$ cat src/rtl/input_cond_pkg.sv
// input_cond_pkg: shared constants for the input conditioner and its channel indices.
package input_cond_pkg;
    localparam int INPUT_COND_DB_DEFAULT = 16;
    localparam int INPUT_COND_CH         = 3;
    localparam int IC_A                  = 0;
    localparam int IC_B                  = 1;
    localparam int IC_C                  = 2;
endpackage

$ cat src/rtl/input_cond_ch.sv
// input_cond_ch: one channel of two-flop sync, debounce counter, accepted level and edge pulses.
module input_cond_ch
    import input_cond_pkg::*;
#(
    parameter int  DB_CYCLES = INPUT_COND_DB_DEFAULT,
    localparam int CNT_W     = $clog2(DB_CYCLES)
) (
    input  logic clk,
    input  logic rst_n,
    input  logic i_raw,
    output logic o_level,
    output logic o_rise,
    output logic o_fall
);
    localparam logic [CNT_W-1:0] CNT_MAX = CNT_W'(DB_CYCLES - 1);
    if (DB_CYCLES < 2) begin : g_bad_db
        $error("input_cond_ch: DB_CYCLES must be >= 2");
    end
    logic             r_s1;
    logic             r_s2;
    logic             r_lvl;
    logic [CNT_W-1:0] r_cnt;
    logic             w_diff;
    logic             w_done;
    logic             w_lvl_next;
    logic [CNT_W-1:0] w_cnt_next;
    // Counter only runs while s2 disagrees with the level, and clears on acceptance, so it never wraps.
    always_comb begin
        w_diff     = r_s2 ^ r_lvl;
        w_done     = w_diff && (r_cnt == CNT_MAX);
        w_lvl_next = w_done ? r_s2 : r_lvl;
        w_cnt_next = (!w_diff || w_done) ? '0 : r_cnt + 1'b1;
    end
    always_ff @(posedge clk or negedge rst_n) begin
        if (!rst_n) begin
            r_s1   <= 1'b0;
            r_s2   <= 1'b0;
            r_cnt  <= '0;
            r_lvl  <= 1'b0;
            o_rise <= 1'b0;
            o_fall <= 1'b0;
        end else begin
            r_s1   <= i_raw;
            r_s2   <= r_s1;
            r_cnt  <= w_cnt_next;
            r_lvl  <= w_lvl_next;
            o_rise <= ~r_lvl & w_lvl_next;
            o_fall <= r_lvl & ~w_lvl_next;
        end
    end
    assign o_level = r_lvl;
endmodule

$ cat src/rtl/input_cond.sv
// input_cond: per-channel synchroniser and debouncer feeding clean levels and edge pulses to test.
module input_cond
    import input_cond_pkg::*;
#(
    parameter int  CH        = INPUT_COND_CH,
    parameter int  DB_CYCLES = INPUT_COND_DB_DEFAULT,
    localparam int CNT_W     = $clog2(DB_CYCLES)
) (
    input  logic          clk,
    input  logic          rst_n,
    input  logic [CH-1:0] raw_i,
    output logic [CH-1:0] level_o,
    output logic [CH-1:0] rise_o,
    output logic [CH-1:0] fall_o
);
    if (DB_CYCLES < 2 || CNT_W < 1) begin : g_bad_db
        $error("input_cond: DB_CYCLES must be >= 2");
    end
    for (genvar i = 0; i < CH; i++) begin : g_ch
        input_cond_ch #(.DB_CYCLES(DB_CYCLES)) u_ch (
            .clk    (clk),
            .rst_n  (rst_n),
            .i_raw  (raw_i[i]),
            .o_level(level_o[i]),
            .o_rise (rise_o[i]),
            .o_fall (fall_o[i])
        );
    end
endmodule

$ cat config.mk
export PLATFORM = sky130hd
export DESIGN_NAME = input_cond
export DESIGN_NICKNAME = d
export VERILOG_FILES = /design/src/rtl/input_cond_pkg.sv /design/src/rtl/input_cond_ch.sv /design/src/rtl/input_cond.sv
export SDC_FILE = /design/constraint.sdc
export NUM_CORES = 1
export LEC_CHECK = 0
export CORE_ASPECT_RATIO = 0.8
export CORE_MARGIN = 4
export CORE_UTILIZATION = 56
export DETAILED_ROUTE_END_ITERATION = 8
export PLACE_DENSITY_LB_ADDON = 0.2
export REMOVE_ABC_BUFFERS = 1
export SLEW_MARGIN = 30
export SYNTH_ARGS = -nofsm -noshare
export SYNTH_HDL_FRONTEND = slang
export SYNTH_HIERARCHICAL = 1
export SYNTH_SLANG_ARGS = --single-unit
$ cat constraint.sdc
create_clock -name clk -period 1.7 [get_ports clk]
set_input_delay 0.34 -clock clk [delete_from_list [all_inputs] [get_ports clk]]
set_output_delay 0.34 -clock clk [all_outputs]
set_load 0.01 [all_outputs]
Yosys cells after proc, flatten, opt, wreduce, memory -nomap -nowiden
Index checks and enable logic that the tools add are counted.
{ "word_totals": {"regBits": 27, "in_bits": 5, "output_inout_bits": 9} }
{ "op_classes": {"addsub": 3, "n_eq_ne": 3, "mux": 6, "bitwise": 15, "n_reduce_logical": 9} }
{ "ops": {"columns": ["op", "n"], "rows": [
  ["4-bit by 1-bit adder with 4-bit output (second input constant)", 3],
  ["4-bit == test (second input constant)", 3],
  ["4-bit 2-to-1 mux", 3],
  ["1-bit AND", 6],
  ["1-bit inverter", 6],
  ["1-bit logical AND", 3],
  ["1-bit logical NOT", 3],
  ["1-bit logical OR", 3],
  ["1-bit 2-to-1 mux", 3],
  ["1-bit bitwise XOR", 3]
]} }

Logic depth before layout (Yosys ltp)
Gate-level depths: netlist (run 1).
{ "depth": {"word_depth": 5, "ltp_mapped": 4, "ltp_nobuf": 4} }

Modules after synthesis
Netlist (run 1), hierarchy kept.
{ "by_module_without_submodules": {"columns": ["module", "instances", "cells_each", "area_per_inst_um2"], "rows": [
  ["input_cond_ch", 3, 24, 349.1]
]} }

Worst setup path before layout (run 1)
No wires, ideal clock.
{ "synth_timing": {"kind": "register to register", "from": "register g_ch[0].u_ch.r_cnt[0]", "to": "register g_ch[0].u_ch.r_lvl", "arrival_time_ns": 1.030, "setup_slack_ns": 0.545, "path_stages_with_launch": 4, "n_path_buf": 0, "path_cell_list": "dfrtp_1 > ha_1 > nand3_4 > mux2_4"} }
{ "synth_between": {"elab_chain_cells": 3} }
{ "synth_lines": {"columns": ["item", "line", "source"], "rows": [
  ["start, declared", "input_cond_ch.sv:22", "logic [CNT_W-1:0] r_cnt;"],
  ["start signal, assigned", "input_cond_ch.sv:45", "r_cnt <= w_cnt_next;"],
  ["4-bit == test", "input_cond_ch.sv:30", "w_done = w_diff && (r_cnt == CNT_MAX);"],
  ["1-bit logical AND", "input_cond_ch.sv:30", null],
  ["1-bit 2-to-1 mux", "input_cond_ch.sv:31", "w_lvl_next = w_done ? r_s2 : r_lvl;"],
  ["net g_ch[0].u_ch.w_lvl_next", "input_cond_ch.sv:25", "logic w_lvl_next;"],
  ["end signal, assigned", "input_cond_ch.sv:46", "r_lvl <= w_lvl_next;"],
  ["end, declared", "input_cond_ch.sv:21", "logic r_lvl;"]
]} }
The timed path passes the listed nets, and every way through them passes these cells.

Worst setup path in the final report (run 1)
{ "layout_timing": {"from": "register g_ch[2].u_ch.r_lvl", "to": "output level_o[2]"} }
{ "layout_lines": {"columns": ["item", "line", "source"], "rows": [
  ["start, declared", "input_cond_ch.sv:21", null],
  ["start signal, assigned", "input_cond_ch.sv:46", null],
  ["end, declared", "input_cond.sv:12", "output logic [CH-1:0] level_o,"]
]} }
No word-level cell between the ends.

==> flow_summary.toml, run 1 <==
[grt]
grt_pass1_wl_microns = 2600
grt_pass1_vias = 579
grt_max_degree = 28
grt_overflow = 0
grt_util_all_layers_pct = 13.7
antenna_found_initial = 0

[placement]
dp.final_hpwl_microns = 1120
port_buffers = 13
post-place-cells = 108
finalWeightedCongestion = 0.741

[floorplan]
num_rows = 13
start_util_pct = 61.9
io_pins = 14
die_w_microns = 56.4
die_h_microns = 46.7
core_sq_um = 1690
design.die.area_sq_um = 2630

[route]
wire_per_inst_microns = 13.0
drc = 0
drt_wl_total_microns = 1480
drtAntennaViolNets = 0
via_count = 562
dr.first_iter.drc_count = 4
viasPerCell = 4.93
drtPass1Iterations = 2

[clock_network]
path_clk_slew_ps = 130
cts_sinks = 27
cts_tree = "built"
cts_root_buf = "clkbuf_4"
clk_latency_ps = 320
htree_num_levels = 1
clock_path_buffers = 2
cts_buffers = 3

[sta]
final_hold_viol_count = 0
min_period_ps = 1630
setup_viol = 0
hold_ws_ps = 368
finalSetupTns_ps = 0
slew_headroom_pct = 78.0
period_share_pct = 96.0
finalClockSkew_ps = 6.33
fmax_mhz = 613
drv_slew = 0
worstMarginPinSlew_ps = 330
rsz0062_at_grt = "false"

[synthesis]
netlist-cell-type-count = 11
ys_seq_elements = 27
synth_area_leaders = "dfrtp_1 (65%), nand3_4 (5.0%), xnor2_1 (5.0%)"
syn_area_sq_um = 1050
yosysMostFrequentCell = "dfrtp_1"
netlist_instances = 72
yosys.area.top_type_share_pct = 64.5
yosysTopAreaCell = "dfrtp_1"
avgSynthCellArea_sq_um = 14.5
synth_top_cells_by_count = "dfrtp_1 (27), nor2_1 (12), nor3b_1 (6), xnor2_1 (6)"
ys_warn_count = 6
yosysSeqAreaShare_pct = 64.5
async_reset_ff_share_pct = 100
synth-edff-count = 0
ys.flop_type = "dfrtp_1"

[job]
maxCapViolations = 0

[setup_path]
crit_slowest_cell = "clkdlybuf4s50_1"
slowest_delay_ps = 560
start_kind = "register"
path_buf_inv = 1
cp_cell_sequence = "clkdlybuf4s50_1"
crit_path_max_fanout = 4
end_kind = "output pin"
worstPathArrival_ps = 1290
rr_startpoint = "g_ch[0].u_ch/r_cnt[0]"
path_delay_family = "buffers and inverters"
crit_type = "reg2out"
critPathLaunch = "g_ch[2].u_ch/o_level"
cp.required_ps = 1360

[power]
p_clk_share_pct = 26.0
fin_total_pwr_mw = 1.02
combPwrFrac_pct = 6.8
switching_share_pct = 22.4
leakage_nw = 0.578
peakVddDrop_mv = 0.775
power.internal_mw = 0.793
powerDensity_nw_per_um2 = 814
switching_power_mw = 0.229
pwr-share-seq_pct = 67.2

[layout]
instances_no_fill = 114
fillers = 120
num_antenna_cells = 0
utilization_pct = 74.2
syn2layout_area_growth_pct = 19.8
nNetsFinal = 101
drive_gt1_share_pct = 17.4

[status]
status = "finished clean"

[hold_path]
hold_path_class = "in2async"
==> per-layer routing <==
metal	global-route usage [%]	wire, microns	up-vias
met5	0	0	-
met4	3.79	0	0
met3	5.60	98	0
met2	24.9	746	14
met1	15.1	637	274
li1	-	-	274
==> power by group through the flow <==
| stage | clock (mW) | combinational [mW] | sequential [mW] |
|---|---|---|---|
| 3_3_place_gp | 0 | 0.0681 | 0.697 |
| 3_5_place_dp | 0 | 0.0718 | 0.700 |
| 6_report | 0.265 | 0.0699 | 0.687 |
| 5_1_grt | 0.314 | 0.0820 | 0.690 |
| 4_1_cts | 0.280 | 0.0722 | 0.687 |
| 2_1_floorplan | 0 | 0.0413 | 0.695 |
==> state kept, by name, summed over array words and instances, names as in the netlist <==
signal and cells:
g_ch.u_ch/r_cnt 12, g_ch.u_ch/o_rise 3, g_ch.u_ch/r_s2 3, g_ch.u_ch/r_s1 3
g_ch.u_ch/o_level 3, g_ch.u_ch/o_fall 3
==> metrics by stage <==
step	worst slack (ps)	area [sq um]
final	68.5	1250
after global routing	10.7	1250
after CTS	23.7	1240
after detailed placement	399	1210
after global placement	422	1210
after floorplan	545	1050
==> what timing repair did <==
action | CTS | global route
hold buffers | 0 | 0
endpoints found under the setup margin | 0 | 3
buffers inserted | 0 | 2
gates resized for setup | 0 | 1
==> cells by family (layout without fill, tap and decap cells) <==
| family | Yosys count | in the layout | synth area share (%) |
|---|---|---|---|
| fa+ha+maj | 3 | 3 | 3.58 |
| buf+inv | 3 | 23 | 1.08 |
| xor+xnor | 9 | 9 | 7.53 |
| simple gates | 27 | 27 | 19.0 |
| mux | 3 | 3 | 4.30 |
| flops | 27 | 27 | 64.5 |
==> cell type report <==
| class | instances | area (sq um) | area share, % |
|---|---|---|---|
| Multi-Input combinational cell | 42 | 360 | 28.7 |
| Sequential cell | 27 | 677 | 53.9 |
| Clock buffer | 4 | 26.3 | 2.09 |
| Inverter | 3 | 11.3 | 0.897 |
| Timing Repair Buffer | 16 | 153 | 12.2 |
| Tap cell | 22 | 27.5 | 2.19 |
==> cell usage in the layout (no fill, tap or decap), drive strengths merged <==
master,n
clkbuf,4
xnor2,6
buf,3
nand2b,3
xor2,3
nor2,12
nand3,6
dfrtp,27
nor3b,6
inv,3
ha,3
clkdlybuf4s50,13
mux2,3
==> final timing paths <==
path	endpoint	slack, ps	depth (start not counted)
hold / removal	g_ch[1].u_ch/r_s1	370	2
hold reg to reg	g_ch[1].u_ch/r_s2	370	0
setup / recovery	level_o[2]	70	1
setup reg to reg	g_ch[0].u_ch/o_level	460	3
max in group asynchronous	g_ch[0].u_ch/o_level	1060	2
min in group clk	g_ch[1].u_ch/r_s2	370	0
(Power assumes the default switching activity.)
==> run 2: changes to the inputs <==
--- a/config.mk
+++ b/config.mk
@@ -5,6 +5,7 @@
 export SDC_FILE = /design/constraint.sdc
 export NUM_CORES = 1
 export LEC_CHECK = 0
+export ABC_CLOCK_PERIOD_IN_PS = 1700
 export CORE_ASPECT_RATIO = 0.8
 export CORE_MARGIN = 4
 export CORE_UTILIZATION = 56
==> results of run 2 <==
Same layout as run 1: the final DEF is identical, and so are final timing and power.
==> run 3: changes to the inputs <==
--- a/config.mk
+++ b/config.mk
@@ -6,6 +6,7 @@
 export NUM_CORES = 1
 export LEC_CHECK = 0
 export ABC_CLOCK_PERIOD_IN_PS = 1700
+export CAP_MARGIN = 10
 export CORE_ASPECT_RATIO = 0.8
 export CORE_MARGIN = 4
 export CORE_UTILIZATION = 56
@@ -15,5 +16,4 @@
 export SLEW_MARGIN = 30
 export SYNTH_ARGS = -nofsm -noshare
 export SYNTH_HDL_FRONTEND = slang
-export SYNTH_HIERARCHICAL = 1
 export SYNTH_SLANG_ARGS = --single-unit
==> run 3 against run 2 <==
Compared with the run above:
- synthesized area grew 5.7%
- sequential power barely moved
- register-to-register slack improved by 20 ps
- clock-buffer cell count did not move
- largest power group unchanged
- sequential share of layout area shrank 0.32 points
- largest cell class unchanged
- clock power rose by 2%
==> flow_summary.toml, run 3 <==
[sta]
finalSetupTns_ps = 0
final_hold_viol_count = 0
min_period_ps = 1600
setup_ws_ps = 95.3
period_share_pct = 94.4
rsz0062_at_grt = "false"
worstMarginPinSlew_ps = 330
slew_headroom_pct = 78.0
setup_viol = 0
fmax_mhz = 623
drv_slew = 0
finalClockSkew_ps = 3.59

[setup_path]
rrSetupSlack_ps = 480
crit_path_max_fanout = 3
end_kind = "output pin"
reg2reg_depth = 3
crit_type = "reg2out"
path_buf_inv = 1
worstPathArrival_ps = 1260
cp.required_ps = 1360
r2r_end = "g_ch[2].u_ch.o_level"
path_delay_family = "buffers and inverters"
cp_cell_sequence = "clkdlybuf4s50_1"
slowest_delay_ps = 550
start_kind = "register"
crit_slowest_cell = "clkdlybuf4s50_1"
rr_startpoint = "g_ch[2].u_ch.r_cnt[0]"

[layout]
fillers = 131
largest_reg_flops = 12
top_register = "g_ch.u_ch.r_cnt"
layout_common_cells = "dfrtp_1 (26), nor2_1 (12), clkdlybuf4s50_1 (11), xnor2_1 (6), nor3b_1 (6)"
drive_gt1_share_pct = 18.3
num_antenna_cells = 0
nNetsFinal = 102
final_common_cell = "dfrtp_1"
syn2layout_area_growth_pct = 14.0

[floorplan]
start_util_pct = 59.1
design.die.area_sq_um = 2760
num_rows = 14
die_h_microns = 47.8
die_w_microns = 57.7
core_sq_um = 1870
io_pins = 14

[clock_network]
cts_sinks = 27
htree_num_levels = 1
path_clk_slew_ps = 130
cts_root_buf = "clkbuf_4"
clock_path_buffers = 2
cts_tree = "built"
cts_buffers = 3
clk_latency_ps = 320

[grt]
grt_util_all_layers_pct = 12.4
grt_pass1_vias = 559
grt_max_degree = 28
grt_pass1_wl_microns = 2430
antenna_found_initial = 0
grt_overflow = 0

[placement]
finalWeightedCongestion = 0.767
port_buffers = 13
place_worst_setup_slack_ps = 393

[synthesis]
yosys.area.top_type_share_pct = 61.0
ys_warn_count = 0
synth-edff-count = 0
netlist_instances = 81
yosysSeqAreaShare_pct = 61.0
ys.flop_type = "dfrtp_1"
netlist-cell-type-count = 13
yosysMostFrequentCell = "dfrtp_1"
synth_top_cells_by_count = "dfrtp_1 (27), nor2_1 (12), buf_4 (9)"
async_reset_ff_share_pct = 100
synth_area_leaders = "dfrtp_1 (61%), buf_4 (6.1%), xnor2_1 (4.7%)"
ys_seq_elements = 27
yosysTopAreaCell = "dfrtp_1"
avgSynthCellArea_sq_um = 13.7
syn_area_sq_um = 1110

[hold_path]
hold_path_class = "in2async"

[route]
via_count = 563
drt_wl_total_microns = 1420
viasPerCell = 4.81
wire_per_inst_microns = 12.1
dr.first_iter.drc_count = 2
drtAntennaViolNets = 0
drtPass1Iterations = 2
drc = 0

[power]
peakVddDrop_mv = 0.694
leakage_nw = 0.621
powerDensity_nw_per_um2 = 810

[status]
status = "finished clean"

[job]
maxCapViolations = 0
-- run 3: changes by cell type after synthesis, sizes merged --
cell,delta
buf,+9
-- run 3: what timing repair did --
action	4_1_cts	5_1_grt
endpoints found under the hold margin	0	0
hold buffers	0	0
gates resized for setup	0	3
setup buffers	0	3
setup endpoints to repair	0	3
-- run 3: cells by family (layout without fill, tap and decap cells) --
kind of cell             after synthesis  count (layout)  synth area share, %
multiplexers                           3               3                 4.07
flip-flops                            27              27                 61.0
adder cells (fa/ha/maj)                3               3                 3.39
AND/OR/NAND/NOR                       27              27                 17.3
XOR/XNOR                               9               9                 7.12
buffers and inverters                 12              24                 7.12
-- run 3: final cells by class --
cell class	instances	area [sq um]	area share [%]
tap	24	30.0	2.38
inverter	3	11.3	0.892
timing repair buffer	17	165	13.1
clock buffer	4	26.3	2.08
multi-input combinational	42	353	27.9
sequential	27	677	53.6
-- run 3: routing by layer --
layer	share of wire [%]	track usage (%)	wire (microns)	up-vias
met2	48	21.4	683	14
met4	1.3	4.17	19	0
met1	43	14.0	612	270
met5	0	0	0	-
li1	-	-	-	275
met3	7.3	5.93	104	4
-- run 3: worst max-delay path by stage --
stage,cells past startpoint,slack [ps],endpoint,startpoint
after global placement,1,420,level_o[0],g_ch[0].u_ch.o_level
after global routing,1,40,level_o[1],g_ch[1].u_ch.o_level
final,1,100,level_o[1],g_ch[1].u_ch.o_level
after detailed placement,1,390,level_o[2],g_ch[2].u_ch.o_level
after floorplan,3,550,g_ch[2].u_ch.o_level,g_ch[2].u_ch.r_cnt[0]
after CTS,1,10,level_o[2],g_ch[2].u_ch.o_level
-- run 3: power by group --
part | internal [mW] | total [mW] | switching (mW)
clock | 0.0919 | 0.269 | 0.177
combinational | 0.0347 | 0.0684 | 0.0337
sequential | 0.667 | 0.686 | 0.0193
total | 0.793 | 1.02 | 0.230
-- run 3: per-stage QoR --
stage | utilization [%] | power, mW | hold WS (ps) | instance area, sq um | cells
2_1_floorplan | - | 0.736 | 44.4 | 1040 | 72
3_3_place_gp | 64.4 | 0.765 | 332 | 1210 | 110
3_5_place_dp | 64.4 | 0.768 | 336 | 1210 | 110
4_1_cts | 65.8 | 1.04 | 361 | 1230 | 114
5_1_grt | 67.4 | 1.09 | 369 | 1260 | 117
6_report | 67.4 | 1.02 | 358 | 1260 | 117
